## src/rtl/dmem_dump_reader.sv

```systemverilog
// rtl/dmem_dump_reader.sv - debug master that streams a range of data-memory words
// Define DMEM_DUMP_CHECKSUM_EN to add a running checksum output over accepted words.
module dmem_dump_reader #(
  parameter int ADDR_W   = 10,
  parameter int DATA_W   = 16,
  parameter int READ_LAT = 1
) (
  input  logic              clk,
  input  logic              rst,
  input  logic              start,
  input  logic              abort,
  input  logic [ADDR_W-1:0] base_addr,
  input  logic [ADDR_W:0]   word_count,
  output logic              dbg_sel,
  output logic [ADDR_W-1:0] dbg_addr,
  input  logic [DATA_W-1:0] dbg_data,
  output logic [DATA_W-1:0] out_data,
  output logic [ADDR_W-1:0] out_addr,
  output logic              out_valid,
  input  logic              out_ready,
  output logic              busy,
  output logic              done,
`ifdef DMEM_DUMP_CHECKSUM_EN
  output logic [DATA_W-1:0] checksum,
`endif
  output logic              core_hold
);

  typedef enum logic [1:0] {S_IDLE, S_READ, S_PRESENT, S_DONE} state_t;

  localparam logic [ADDR_W:0]   MAX_COUNT = {1'b1, {ADDR_W{1'b0}}};
  localparam logic [ADDR_W:0]   CNT_ONE   = {{ADDR_W{1'b0}}, 1'b1};
  localparam logic [ADDR_W-1:0] ADDR_ONE  = {{(ADDR_W-1){1'b0}}, 1'b1};
  localparam logic [2:0]        LAT_LAST  = 3'(READ_LAT);

  state_t              state_q, state_d;
  logic [ADDR_W-1:0]   cur_addr_q, cur_addr_d;
  logic [ADDR_W:0]     remaining_q, remaining_d;
  logic [2:0]          wait_q, wait_d;
  logic [DATA_W-1:0]   out_data_q, out_data_d;
  logic [ADDR_W-1:0]   out_addr_q, out_addr_d;
`ifdef DMEM_DUMP_CHECKSUM_EN
  logic [DATA_W-1:0]   checksum_q, checksum_d;
`endif

  always_ff @(posedge clk) begin
    if (rst) begin
      state_q     <= S_IDLE;
      cur_addr_q  <= '0;
      remaining_q <= '0;
      wait_q      <= '0;
      out_data_q  <= '0;
      out_addr_q  <= '0;
`ifdef DMEM_DUMP_CHECKSUM_EN
      checksum_q  <= '0;
`endif
    end else begin
      state_q     <= state_d;
      cur_addr_q  <= cur_addr_d;
      remaining_q <= remaining_d;
      wait_q      <= wait_d;
      out_data_q  <= out_data_d;
      out_addr_q  <= out_addr_d;
`ifdef DMEM_DUMP_CHECKSUM_EN
      checksum_q  <= checksum_d;
`endif
    end
  end

  always_comb begin
    state_d     = state_q;
    cur_addr_d  = cur_addr_q;
    remaining_d = remaining_q;
    wait_d      = wait_q;
    out_data_d  = out_data_q;
    out_addr_d  = out_addr_q;
`ifdef DMEM_DUMP_CHECKSUM_EN
    checksum_d  = checksum_q;
`endif
    case (state_q)
      S_IDLE: begin
        if (start) begin
          cur_addr_d  = base_addr;
          // Any count with the top bit set means "the whole memory".
          remaining_d = word_count[ADDR_W] ? MAX_COUNT : word_count;
          wait_d      = '0;
`ifdef DMEM_DUMP_CHECKSUM_EN
          checksum_d  = '0;
`endif
          state_d     = (word_count == '0) ? S_DONE : S_READ;
        end
      end
      S_READ: begin
        if (abort) begin
          state_d = S_IDLE;
        end else if (wait_q == LAT_LAST) begin
          out_data_d = dbg_data;
          out_addr_d = cur_addr_q;
          state_d    = S_PRESENT;
        end else begin
          wait_d = wait_q + 3'd1;
        end
      end
      S_PRESENT: begin
        if (abort) begin
          state_d = S_IDLE;
        end else if (out_ready) begin
          remaining_d = remaining_q - CNT_ONE;
          cur_addr_d  = cur_addr_q + ADDR_ONE;
          wait_d      = '0;
`ifdef DMEM_DUMP_CHECKSUM_EN
          checksum_d  = checksum_q + out_data_q;
`endif
          state_d     = (remaining_q == CNT_ONE) ? S_DONE : S_READ;
        end
      end
      S_DONE: begin
        state_d = S_IDLE;
      end
      default: begin
        state_d = S_IDLE;
      end
    endcase
  end

  always_comb begin
    dbg_sel   = 1'b0;
    out_valid = 1'b0;
    busy      = 1'b1;
    done      = 1'b0;
    case (state_q)
      S_IDLE:    busy = 1'b0;
      S_READ:    dbg_sel = 1'b1;
      S_PRESENT: begin
        dbg_sel   = 1'b1;
        out_valid = 1'b1;
      end
      S_DONE:    done = 1'b1;
      default:   busy = 1'b0;
    endcase
    dbg_addr  = dbg_sel ? cur_addr_q : '0;
    core_hold = dbg_sel;
    out_data  = out_data_q;
    out_addr  = out_addr_q;
`ifdef DMEM_DUMP_CHECKSUM_EN
    checksum  = checksum_q;
`endif
  end

endmodule

```

## config.mk

```make
export PLATFORM = sky130hd
export DESIGN_NAME = dmem_dump_reader
export DESIGN_NICKNAME = d
export VERILOG_FILES = /design/src/rtl/dmem_dump_reader.sv
export SDC_FILE = /design/constraint.sdc
export NUM_CORES = 1
export LEC_CHECK = 0
export ABC_AREA = 0
export ABC_CLOCK_PERIOD_IN_PS = 2050
export BUFFER_PORTS_ARGS = -buffer_cell sky130_fd_sc_hd__buf_2
export CAP_MARGIN = 30
export CORE_ASPECT_RATIO = 0.6
export CORE_UTILIZATION = 40
export CTS_CLUSTER_DIAMETER = 100
export DETAILED_ROUTE_END_ITERATION = 12
export PLACE_DENSITY = 0.74
export SYNTH_ARGS = -nofsm -noshare
export SYNTH_HDL_FRONTEND = slang
export SYNTH_SLANG_ARGS = --single-unit
```

## constraint.sdc

```tcl
create_clock -name clk -period 2.05 [get_ports clk]
set_clock_uncertainty 0.05 [all_clocks]
set_input_delay 0.205 -clock clk [delete_from_list [all_inputs] [get_ports clk]]
set_output_delay 0.205 -clock clk [all_outputs]
set_load 0.02 [all_outputs]
```

**After elaboration in Yosys (flattened, before gate mapping)**

Cells that the tools add are included.

- $lt $le $gt $ge: 0
- Multiply operators: 0
- Eq/ne operators: 12
- Shift operators: 0
- Multiplexer cells: 28
- Reduce and logical (&&, ||, !) cells: 9
- Bitwise operators: 1
- Add/sub/neg operators: 3
- Div/mod/pow operators: 0

Operators with widths:

| cell | number |
|---|---|
| 2-to-1 mux 11 bit | 4 |
| 2-to-1 mux 10 bit | 4 |
| one-hot mux 11 bit (2 select lines) | 1 |
| one-hot mux 10 bit (2 select lines) | 1 |
| 2-to-1 mux 3 bit | 5 |
| 2-to-1 mux 2 bit | 7 |
| equality test 11 x 1 -> 1 bit (second input constant) | 1 |
| zero test 11 bit | 1 |
| subtractor 11 x 1 -> 11 bit (second input constant) | 1 |
| adder 10 x 1 -> 10 bit (second input constant) | 1 |
| inequality test 2 bit (second input constant) | 5 |
| one-hot mux 3 bit (3 select lines) | 1 |
| one-hot mux 2 bit (4 select lines) | 1 |
| inequality test 3 bit (second input constant) | 2 |
| AND reduction 3 bit | 2 |
| AND reduction 6 bit | 1 |
| equality test 2 bit (second input constant) | 2 |
| 2-to-1 mux 1 bit | 4 |
| AND reduction 4 bit | 1 |
| adder 3 x 1 -> 3 bit (second input constant) | 1 |
| equality test 3 x 1 -> 1 bit (second input constant) | 1 |
| nonzero test 3 bit | 1 |
| equality test 2 x 1 -> 1 bit (second input constant) | 1 |
| zero test 2 bit | 1 |
| other kinds (3) | 3 |

- Bits in read-only memories: 0
- Output and inout bits: 41
- Register bits: 52
- Latch bits: 0
- Memories kept: 0
- Bits in writable memories: 0

**Logic depth before layout (Yosys ltp)**

- Word-level depth: 5
- Depth in mapped cells: 8
- Gate-level depth less buffers: 6

**Least setup slack after synthesis**

Ideal clock, no wire load.

- Path kind: reg-to-reg
- From: reg state_q[0]
- To: reg wait_q[2]
- Slack: 0.301 ns
- Buffers on the path: 1
- Required time: 1.914 ns
- Arrival time: 1.613 ns
- Stages on the path, launching flop included: 8
- Clock period less this slack: 1.749 ns
- Path through: dfxtp_1 > inv_1 > ha_1 > mux2i_1 > a21o_1 > buf_2 > nor2_1 > a211oi_1

- Cells in the longest elaborated chain, start to end: 3
- Elaborated cells between the ends (all ways): 11
- Those cells by class: eq/ne (7); mux (1); reduce/logical (3)

RTL lines:

| element | line | source |
|---|---|---|
| start: declaration | 36 | `state_t state_q, state_d;` |
| start signal: assignment | 58 | `state_q <= state_d;` |
| equality test 2 x 1 -> 1 bit, or another cell as far along | 80 | `case (state_q)` |
| inequality test 2 bit (no source line) / nonzero test 3 bit (equally long branches) | -- |  |
| AND reduction 6 bit (no source line) | -- |  |
| end signal: assignment | 61 | `wait_q <= wait_d;` |
| end: declaration | 39 | `logic [2:0] wait_q, wait_d;` |

Several ways; a longest one is shown, not always the timed one.
A chain may end at the register's enable or synchronous reset.

**Worst setup path in the final report**

- From: reg state_q[0]
- To: reg remaining_q[10]

- Cells in the longest elaborated chain, start to end: 3
- Elaborated cells between the ends (all ways): 8
- Those cells by class: eq/ne (4); mux (1); reduce/logical (3)

RTL lines:

| element | line | source |
|---|---|---|
| equality test 2 bit / zero test 2 bit (equally long branches) | 80 |  |
| inequality test 2 bit (no source line) / nonzero test 2 bit (equally long branches) | -- |  |
| AND reduction 4 bit (no source line) | -- |  |
| end signal: assignment | 60 | `remaining_q <= remaining_d;` |
| end: declaration | 38 | `logic [ADDR_W:0] remaining_q, remaining_d;` |

Several ways; a longest one is shown, not always the timed one.

==> results.md <==
- Vias per inst: 5.45
- Nets: 488
- DRT Wirelength: 7640 µm
- Number of inserted diodes: 0
- # setup viols final: 0
- Number of synthesized flops with an enable pin: 0
- Post-DP HPWL: 5390 µm
- Share of the synthesized area in the top cell type: 37.5%
- Hold WC Path Type: primary input to register
- Fmax: 0.531 GHz
- Die height: 66.5 µm
- Worst R2R Setup Slack: 170 ps
- Gate count of the mapped netlist: 356
- CTS sink count: 52
- Met1 Track Usage GR: 30.0%
- Wire per inst: 14.6 µm
- Syn Nets: 408
- Slew Limit Headroom: 52.0%
- Peak supply drop: 0.586 mV
- Final cell count without fillers: 524
- TNS Setup: 0 ps
- Num CTS Buffers: 5
- Status: finished, final reports clean
- RePlAce Congestion: 0.979
- Level count of the clock H-tree: 2
- Post-Syn Area: 2780 µm²
- Initial drt markers: 193
- Prevailing post-synth register cell: dfxtp_1
- Met3 Use GR: 4.79%
- Initial antenna violation count: 0
- I/O pin cnt: 83
- Clock Tree Root: clkbuf_16
- Clock buffer depth: 2
- Clock transition at the registers of the reported paths: 70 ps
- Max cap viols: 0
- Cell taking the most area after synthesis: dfxtp_1
- Leakage: 1.43 nW
- Skew-Pair Late Insertion Delay: 290 ps
- Fillers: 647
- Crit Path Category: register to register
- Inst Count DP: 516
- Layout area overhead: 24.4%
- Synth cell types: 51
- Overall routing resource usage: 21.1%
- Yosys warns: 0
- Global-route wire length before repair: 11,800 µm
- RSZ-0062 raised after global routing: no
- IO Port Bufs: 82
- Starting Density: 41.6%
- CTS tree: done
- Startpoint Class: register
- Most common cell in the netlist: nand2_1
- Fin. Hold Viols: 0
- # rows: 23
- Async S/R FF share, synth: 0%
- Die ar.: 7290 µm²
- DIE WIDTH: 110 µm
- Synth area leaders: dfxtp_1 38%, a21oi_1 9.2%, nand2_1 9.2%
- Post-DRT Antenna Nets: 0
- Routed vias: 2,858
- Avg Inst Size Synth: 7.80 µm²
- Vias in the first global route: 2,482
- Crit path max fanout: 24
- Post-CTS setup repair buffer count: 0
- Register bit total from synthesis: 52
- Critical Path RT: 2210 ps
- Pin count of the biggest net entering global routing: 31
- Power density over cell area: 1110 nW/µm²
- Crit path time final: 1880 ps
- Max Slew Vio Count: 0
- Total grt overflow: 0
- Critical path data arrival time: 2040 ps
- CP Capture Type: register
- Register area share after synthesis: 37.5%
- Post-synth top cells: 68 x nand2_1, 52 x dfxtp_1, 51 x a21oi_1, 20 x nor2_1, 15 x o21ai_0
- Fin crit share: 91.9%
- Core area: 6680 µm²
- Total iterations of the first detailed-routing run: 4
- Share of cells above drive strength 1: 26.8%
- Worst-Margin Slew: 713 ps
- GR peak layer: met2
- Post-route DRC violation count: 0
- Met2 Use GR: 31.8%
registers in the layout, summed over array words and instances, names as in the netlist:
register and count:
cur_addr_q 10, out_addr 10, out_data 16, remaining_q 11, state_q 2, wait_q 3
repair_timing:
action / 4_1_cts / 5_1_grt
hold buffers: 0 / 0
endpoints found under the setup margin: 0 / 1
gates resized for setup: 0 / 1
critical path, cell delays in order, from the launching register on:
cell     delay [ps]
dfxtp_1         340
inv_1           110
ha_1            240
mux2i_1         390
a21o_1          170
buf_12          170
nor2_1           70
nor4_2          240
final cells by class:
type,count,area [µm²],share of cell area (%)
tap,87,109,3.15
timing repair buffer,96,541,15.7
clock inverter,3,23.8,0.688
sequential,52,1040,30.1
clock buffer,5,125,3.62
inverter,12,45.0,1.30
multi-input combinational,269,1570,45.4
logic make-up after synthesis:
group | share of synthesized area, %
and+or+nand+nor | 28.4
AOI/OAI and AO/OA | 22.3
DFF | 37.5
buffers and inverters | 6.13
adders and majority gates | 4.51
muxes | 1.08
metal layers:
metal | vias to the layer above | share of wire [%]
li1 | 1411 | -
met1 | 1296 | 49
met2 | 141 | 41
met3 | 10 | 9.3
met4 | 0 | 0.97
met5 | - | 0
worst paths after layout:
check	startpoint	end	cells after the start
worst max-delay path	state_q[0]	remaining_q[10]	7
worst min-delay path	dbg_data[6]	out_data[6]	3
worst max register to register	state_q[0]	remaining_q[10]	7
worst min register to register	out_addr[9]	out_addr[9]	2
report_power, final:
part           switching (mW)  leakage [nW]  internal [mW]  total [mW]
sequential              0.184         0.422           1.15        1.33
combinational           0.992         0.941          0.674        1.67
clock                   0.398        0.0660          0.455       0.853
total                    1.57          1.43           2.28        3.85
metrics by stage:
step	utilization [%]	worst slack [ps]	power, mW	cell area (µm²)	hold slack (ps)
final	51.7	166	3.85	3450	94.1
after global routing	51.7	57.0	4.08	3450	84.7
after CTS	51.7	129	3.85	3450	85.4
after detailed placement	49.5	176	2.98	3300	395
after global placement	49.5	271	2.93	3300	389
after floorplan	-	301	2.43	2780	291
layout by cell type, fill, tap and decap left out, types with 3 or more instances in the layout:
| master | synthesis | layout |
|---|---|---|
| buf_2 | 12 | 82 |
| nand2_1 | 68 | 68 |
| dfxtp_1 | 52 | 52 |
| a21oi_1 | 51 | 51 |
| nor2_1 | 20 | 20 |
| o21ai_0 | 15 | 15 |
| inv_1 | 12 | 12 |
| buf_4 | 1 | 12 |
| and2_1 | 11 | 11 |
| ha_1 | 10 | 9 |
| nand2b_1 | 8 | 8 |
| a211oi_1 | 7 | 7 |
| nor2b_1 | 7 | 6 |
| nand3_1 | 6 | 6 |
| nor4_1 | 5 | 5 |
| clkbuf_16 | 0 | 5 |
| nor3b_1 | 4 | 4 |
| a32o_1 | 4 | 4 |
| nor3_1 | 4 | 4 |
| o2bb2ai_1 | 4 | 4 |
| mux2i_1 | 3 | 3 |
| and3_1 | 3 | 3 |
| a31oi_1 | 3 | 3 |
| or2_2 | 3 | 3 |
(Power assumes the default switching activity.)
